## src/rtl/exp6_pkg.sv

```systemverilog
// Shared definitions for the exp6 game: FSM state encoding, default sizes,
// and the one-hot test used by the play detector and the datapath.
package exp6_pkg;

    typedef enum logic [1:0] {
        OCIOSO        = 2'd0,
        FILTRANDO     = 2'd1,
        VALIDO        = 2'd2,
        ESPERA_SOLTAR = 2'd3
    } estado_t;

    localparam int N_BOTOES_PADRAO        = 4;
    localparam int DEBOUNCE_CICLOS_PADRAO = 50000;

    function automatic logic is_onehot(input logic [31:0] v);
        return (v != 32'd0) && ((v & (v - 32'd1)) == 32'd0);
    endfunction

endpackage

```

## src/rtl/exp6_sincronizador.sv

```systemverilog
// Two-stage synchroniser for asynchronous button levels,
// synchronous active-low reset.
module exp6_sincronizador #(
    parameter int LARGURA = 4
) (
    input  logic               clock,
    input  logic               reset,
    input  logic [LARGURA-1:0] entrada,
    output logic [LARGURA-1:0] saida
);

    logic [LARGURA-1:0] meta;

    always_ff @(posedge clock) begin
        if (!reset) begin
            meta  <= '0;
            saida <= '0;
        end else begin
            meta  <= entrada;
            saida <= meta;
        end
    end

endmodule

```

## src/rtl/exp6_detector_jogada.sv

```systemverilog
// Debounces the player buttons and encodes one accepted press as a one-hot play.
// Optional DETECTOR_MULTIPLOS_EN adds the sticky db_multiplos debug flag.
module exp6_detector_jogada
    import exp6_pkg::*;
#(
    parameter int N_BOTOES        = N_BOTOES_PADRAO,
    parameter int DEBOUNCE_CICLOS = DEBOUNCE_CICLOS_PADRAO,
    parameter int W_CONT          = $clog2(DEBOUNCE_CICLOS)
) (
    input  logic                clock,
    input  logic                reset,
    input  logic [N_BOTOES-1:0] botoes,
    input  logic                limpa,
    output logic                jogada_feita,
    output logic [N_BOTOES-1:0] jogada,
    output logic [1:0]          db_estado
`ifdef DETECTOR_MULTIPLOS_EN
    ,
    output logic                db_multiplos
`endif
);

    localparam logic [W_CONT-1:0] ULTIMO = W_CONT'(DEBOUNCE_CICLOS - 1);

    logic [N_BOTOES-1:0] sinc;
    logic [N_BOTOES-1:0] candidato, candidatoProx;
    logic [N_BOTOES-1:0] jogadaProx;
    logic [W_CONT-1:0]   contador, contadorProx;
    estado_t             estado, estadoProx;
    logic                umBotao;

    exp6_sincronizador #(
        .LARGURA(N_BOTOES)
    ) uSinc (
        .clock  (clock),
        .reset  (reset),
        .entrada(botoes),
        .saida  (sinc)
    );

    assign umBotao = is_onehot(32'(sinc));

    always_ff @(posedge clock) begin
        if (!reset) begin
            estado    <= OCIOSO;
            contador  <= '0;
            candidato <= '0;
            jogada    <= '0;
        end else begin
            estado    <= estadoProx;
            contador  <= contadorProx;
            candidato <= candidatoProx;
            jogada    <= jogadaProx;
        end
    end

    // A load on the way into VALIDO overrides a simultaneous limpa.
    always_comb begin
        estadoProx    = estado;
        contadorProx  = contador;
        candidatoProx = candidato;
        jogadaProx    = limpa ? '0 : jogada;
        unique case (estado)
            OCIOSO: begin
                if (umBotao) begin
                    candidatoProx = sinc;
                    contadorProx  = '0;
                    estadoProx    = FILTRANDO;
                end
            end
            FILTRANDO: begin
                if (sinc != candidato) begin
                    estadoProx = OCIOSO;
                end else if (contador == ULTIMO) begin
                    estadoProx = VALIDO;
                    jogadaProx = candidato;
                end else begin
                    contadorProx = contador + W_CONT'(1);
                end
            end
            VALIDO: begin
                contadorProx = '0;
                estadoProx   = ESPERA_SOLTAR;
            end
            ESPERA_SOLTAR: begin
                if (sinc != '0) begin
                    contadorProx = '0;
                end else if (contador == ULTIMO) begin
                    estadoProx = OCIOSO;
                end else begin
                    contadorProx = contador + W_CONT'(1);
                end
            end
            default: estadoProx = OCIOSO;
        endcase
    end

    assign jogada_feita = (estado == VALIDO);
    assign db_estado    = estado;

`ifdef DETECTOR_MULTIPLOS_EN
    logic multiplos, multiplosProx;

    always_comb begin
        multiplosProx = limpa ? 1'b0 : multiplos;
        if ((estado == OCIOSO || estado == FILTRANDO) &&
            sinc != '0 && !umBotao)
            multiplosProx = 1'b1;
    end

    always_ff @(posedge clock) begin
        if (!reset) multiplos <= 1'b0;
        else        multiplos <= multiplosProx;
    end

    assign db_multiplos = multiplos;
`endif

endmodule
```

## config.mk

```make
export PLATFORM = sky130hd
export DESIGN_NAME = exp6_detector_jogada
export DESIGN_NICKNAME = d
export VERILOG_FILES = /design/src/rtl/exp6_pkg.sv /design/src/rtl/exp6_sincronizador.sv /design/src/rtl/exp6_detector_jogada.sv
export SDC_FILE = /design/constraint.sdc
export NUM_CORES = 1
export LEC_CHECK = 0
export CAP_MARGIN = 20
export CORE_UTILIZATION = 51
export DETAILED_ROUTE_END_ITERATION = 16
export PLACE_DENSITY = 0.72
export SLEW_MARGIN = 25
export SYNTH_ARGS = -nofsm -noshare
export SYNTH_HDL_FRONTEND = slang
export SYNTH_HIERARCHICAL = 1
export SYNTH_SLANG_ARGS = --single-unit
```

## constraint.sdc

```tcl
create_clock -name clock -period 1.7 [get_ports clock]
set_input_delay 0.51 -clock clock [delete_from_list [all_inputs] [get_ports clock]]
set_output_delay 0.51 -clock clock [all_outputs]
set_load 0.01 [all_outputs]
```

Yosys cells after proc, flatten, opt, wreduce, memory -nomap -nowiden. Index checks and enable logic that the tools add are counted.

Add/subtract/negate cells: 2. Eq/ne operators: 10. Mux-type cells: 15. Bitwise operators: 1. Reduce and logical (&&, ||, !) cells: 7.

Operators with widths (number): 2-to-1 mux 16 bit (4); one-hot mux 16 bit (4 select lines) (1); bitwise AND 4 x 32 -> 32 bit (1); logical NOT 32 bit (1); adder 16 x 1 -> 16 bit, second input constant (1); == test 16 bit, second input constant (1); 2-to-1 mux 4 bit (4); 2-to-1 mux 2 bit (5); != test 2 bit, second input constant (4); one-hot mux 2 bit (4 select lines) (1); subtractor 4 x 1 -> 5 bit, second input constant (1); == test 2 bit, second input constant (2); != test 4 bit (1); AND reduction 2 bit (2); AND reduction 4 bit (1); nonzero test 4 bit (1); != test 3 bit, second input constant (1); == test 2 x 1 -> 1 bit, second input constant (1); logical NOT 2 bit (1); logical AND 1 bit (1).

Register bits after elaboration: 34. Input port bits: 7. Output and inout port bits: 7.

Longest topological paths before layout.
Word-level depth: 6. Mapped depth: 8.

Cells and area by module. The synthesis kept the hierarchy.

By module, submodules not included: exp6_detector_jogada (instances 1, cells an instance 164, area an instance 1460.2 sq um); exp6_sincronizador (instances 1, cells an instance 16, area an instance 210.2 sq um).

Worst setup path after synthesis. OpenSTA, ideal clock, no wires.

Path kind: flip-flop to flip-flop. From: reg contador[0]. To: reg jogada[0]. Setup time: 0.121 ns. Arrival time: 1.622 ns. Path slack: -0.043 ns. Stages on the path, launching flop included: 7. Path buffers: 0. Cell sequence: dfxtp_1 > ha_1 > nand3_1 > nand4b_1 > nor3_1 > or3b_2 > a21oi_1.

Longest elaborated chain between the ends: 4.

RTL lines: from (decl) (RTL line exp6_detector_jogada.sv:28) `logic [W_CONT-1:0] contador, contadorProx;`; from (signal assigned) (RTL line exp6_detector_jogada.sv:51) `contador <= contadorProx;`; == test 16 bit (RTL line exp6_detector_jogada.sv:74) `end else if (contador == ULTIMO) begin`; 2-to-1 mux 4 bit (RTL line exp6_detector_jogada.sv:74); 2-to-1 mux 4 bit (RTL line exp6_detector_jogada.sv:72) `if (sinc != candidato) begin`; 2-to-1 mux 4 bit (RTL line exp6_detector_jogada.sv:63) `unique case (estado)`; to (signal assigned) (RTL line exp6_detector_jogada.sv:53) `jogada <= jogadaProx;`; to (decl) (RTL line exp6_detector_jogada.sv:15) `output logic [N_BOTOES-1:0] jogada,`.

Every way passes these cells. A chain may end at the register's enable or synchronous reset.

Worst setup path after layout.
From: reg uSinc.saida[3]. To: reg contador[2].

Longest elaborated chain between the ends: 6. Elaborated cells between the ends (all ways): 11.

RTL lines: from (decl) (RTL line exp6_sincronizador.sv:9) `output logic [LARGURA-1:0] saida`; from (signal assigned) (RTL line exp6_sincronizador.sv:20) `saida <= meta;`; subtractor 4 x 1 -> 5 bit (RTL line exp6_pkg.sv:16) `return (v != 32'd0) && ((v & (v - 32'd1)) == 32'd0);`; bitwise AND 4 x 32 -> 32 bit (RTL line exp6_pkg.sv:16); logical NOT 32 bit (RTL line exp6_pkg.sv:16); logical AND 1 bit (RTL line exp6_pkg.sv:16); != test 2 bit (no source line); AND reduction 2 bit (no source line).

Parallel ways exist; a longest one is shown, timed or not.

==> results <==
==> critical path: stages (launching register included) <==
cell	delay [ps]
dfxtp_4	400
buf_6	140
o41ai_4	390
and3_4	250
a31oi_1	50
buf_4	180
buf_6	120
o41ai_2	260
==> layout make-up <==
type                       count  area [um2]  share of cell area, %
clock buffer                   7       55.05                  2.134
clock inverter                 1       5.005                 0.1940
inverter                       5       18.77                 0.7275
multi-input combinational    135        1146                  44.42
sequential                    34       705.7                  27.35
tap                           44       55.05                  2.134
timing repair buffer          71       594.3                  23.04
==> registers in the layout, summed over array words and instances, names as in the netlist, named ones only <==
register	cells
contador	16
candidato	4
jogada	4
uSinc/meta	4
uSinc/saida	4
db_estado	1
==> logic make-up after synthesis <==
group | Yosys count
AND/OR/NAND/NOR | 74
AO/OA/AOI/OAI | 47
flip-flops | 34
buffers and inverters | 13
XOR/XNOR | 6
multiplexers | 5
adder cells (fa/ha/maj) | 1
==> worst paths after layout <==
| path | to |
|---|---|
| worst max-delay path | contador[2]$_SDFFE_PN0P_ |
| worst min-delay path | uSinc/saida[2]$_SDFF_PN0_ |
| worst max register to register | contador[2]$_SDFFE_PN0P_ |
| worst min register to register | uSinc/saida[2]$_SDFF_PN0_ |
==> cells in the final DEF, fill, tap and decap left out, drive strengths merged, types with 5 or more instances in the layout <==
master         instances
buf                   59
dfxtp                 34
nand2                 15
a21oi                 15
nor2                  12
o31ai                 10
and2                   8
or4                    8
clkbuf                 7
clkdlybuf4s50          6
dlygate4sd2            6
xnor2                  5
nand3                  5
mux2i                  5
==> what timing repair did <==
item | 4_1_cts | 5_1_grt
buffers inserted | 6 | 6
cloned | 2 | 0
setup endpoints to repair | 31 | 25
pin swaps | 23 | 25
gates resized for setup | 54 | 31
==> synth_stat cells (2+ instances only) <==
cell type / instances
a211oi_1: 3
a21oi_1: 15
and2_1: 8
buf_6: 5
dfxtp_1: 34
inv_1: 4
mux2i_1: 5
nand2_1: 15
nand2b_1: 2
nand3_1: 5
nand3b_1: 2
nand4_1: 4
nor2_1: 12
nor3_1: 2
nor4b_1: 4
o211ai_1: 2
o21ai_0: 3
o31ai_1: 10
o41ai_1: 3
or3_1: 2
or3b_2: 4
or4_1: 8
xnor2_2: 4
==> per-layer routing <==
layer / vias up / global-route usage, %
met4: 0 / 16.33
met5: - / 0
met1: 864 / 35.29
met3: 27 / 6.769
met2: 85 / 54.09
li1: 825 / -
==> stage by stage <==
stage | utilization [%] | power, uW | setup WS, ps | std cells
2_1_floorplan | - | 1009 | 37.23 | 180
4_1_cts | 79.07 | 1672 | -94.92 | 292
3_5_place_dp | 69.55 | 1146 | -345.3 | 276
5_1_grt | 83.82 | 1809 | -225.5 | 297
3_3_place_gp | 69.55 | 1132 | -273.6 | 276
6_report | 83.82 | 1744 | -167.1 | 297
==> power breakdown <==
group / switching, uW / leakage (uW) / internal, uW
Clock: 275 / 0.0000353 / 200
Combinational: 211 / 0.000696 / 213
Sequential: 26.9 / 0.000283 / 818
Total: 513 / 0.00101 / 1230
==> reports/results.tsv <==
stage	metric	value	unit
outcome	outcome	complete, but fails checks	
outcome	violations	setup timing	
grt	grt_overflow	0	
routing	drc	0	
floorplanning	die-height	59.23	um
clocking	clock_sinks	34	
routing	top_layer_used	met4	
sta	setup_ws	-167.1	ps
floorplanning	ios	14	
synthesis	ys_seq_area_share	40.75	%
job	maxCapViolCount	0	
sta	fin_skew	14.28	ps
worst_setup_path	ff2ff_setup_slack	-170	ps
worst_setup_path	path_class	reg -> reg	
grt	grt_usage	31.08	%
synthesis	synth_xor_area_share	4.944	%
floorplanning	fp-row-count	20	
synthesis	synth_compound_area_share	19.40	%
sta	rsz0062_at_grt	yes	
sta	maxSlewHeadroom	72.37	%
pwr	peakVddDrop	0.8157	mV
grt	grt_pass1_wl	8.010	mm
clocking	clockBufferDepth	2	
clocking	clkTransAtPathRegs	100	ps
synthesis	synth-seq-cells	34	
synthesis	synth-simple-area-share	25.69	%
synthesis	synth_area_leaders	dfxtp_1, a21oi_1, o31ai_1	
cells_and_area	nFillCells	168	
worst_setup_path	crit_fanout	5	
worst_setup_path	crit_path_start_kind	flop	
worst_setup_path	arrival	2130	ps
routing	met3_length	330	um
synthesis	yosys_warnings	6	
clocking	postCtsHoldBufs	0	
worst_setup_path	required	1960	ps
sta	worst_pin_slew	409.3	ps
sta	max_freq	0.5356	GHz
grt	antenna_found_initial	0	
synthesis	synth_top_area_share	40.75	%
synthesis	syn_inst	180	
routing	dr.pass1.iters	4	
clocking	cts_tree	yes	
sta	holdWs	452.5	ps
cells_and_area	final_net_count	260	
routing	ant_nets	0	
routing	drtIter0Drc	125	
clocking	root_buffer	clkbuf_4	
grt	grt_pass1_vias	1741	
sta	maxSlewViolCount	0	
synthesis	synth_top_family_by_area	simple AND/OR/NAND/NOR gates	
floorplanning	die_w	59.23	um
routing	finalWirelength	5.710	mm
routing	dr_total_vias	1801	
clocking	numCtsBuffers	5	
sta	fin_crit	1867	ps
cells_and_area	stdcell_area	2580	um2
clocking	htree_levels	2	
placement	gp_congestion	0.8880	
hold_path	min_delay_path_depth	1	
sta	setup_viol	23	
synthesis	muxShareOfSynthArea	2.996	%
sta	fin_crit_sh	109.8	%
cells_and_area	drive_above_1_share	49.80	%
floorplanning	die-area	3508	um2
pwr	power_density	676.2	nW/um2
routing	viasPerCell	6.064	
hold_path	hold_path.class	reg -> reg	
sta	hold_violations	0	
placement	placement.cell_area	2141	um2
clocking	clk_latency	350	ps
synthesis	syn_avg_cell_area	9.280	um2
pwr	cellLeakagePower	0.001014	uW
worst_setup_path	cp-startpoint	uSinc/saida[3]$_SDFF_PN0_	
placement	io_buffers	13	
synthesis	ys_types	47	
synthesis	syn_nets	188	
routing	route.met2.wl	2.955	mm
synthesis	synthArstFlopShare	0	%
floorplanning	core-area	3078	um2
synthesis	synth_edf_count	0	
synthesis	yosys.area.top_type	dfxtp_1	
synthesis	netlist_area	1670	um2
worst_setup_path	r2r_cells	7	
hold_path	worstHoldStart	uSinc/meta[2]$_SDFF_PN0_	
synthesis	ys.flop_type	dfxtp_1	
grt	grt_max_degree	13	
cells_and_area	syn_to_final_growth	54.46	%
sta	tns	-2050	ps
synthesis	synthAdderAreaFrac	0.7491	%
routing	wl_met1	2.179	mm
cells_and_area	n_antenna_cell	0	
floorplanning	initial_core_util	54.27	%
routing	detail_route.wl_per_cell	19.23	um
worst_setup_path	cp-end-kind	flop	
worst_setup_path	reg2reg_from	uSinc/saida[3]$_SDFF_PN0_	
placement	hpwlAfterDp	2.996	mm
Note: power is estimated with default switching activity, not from simulation.
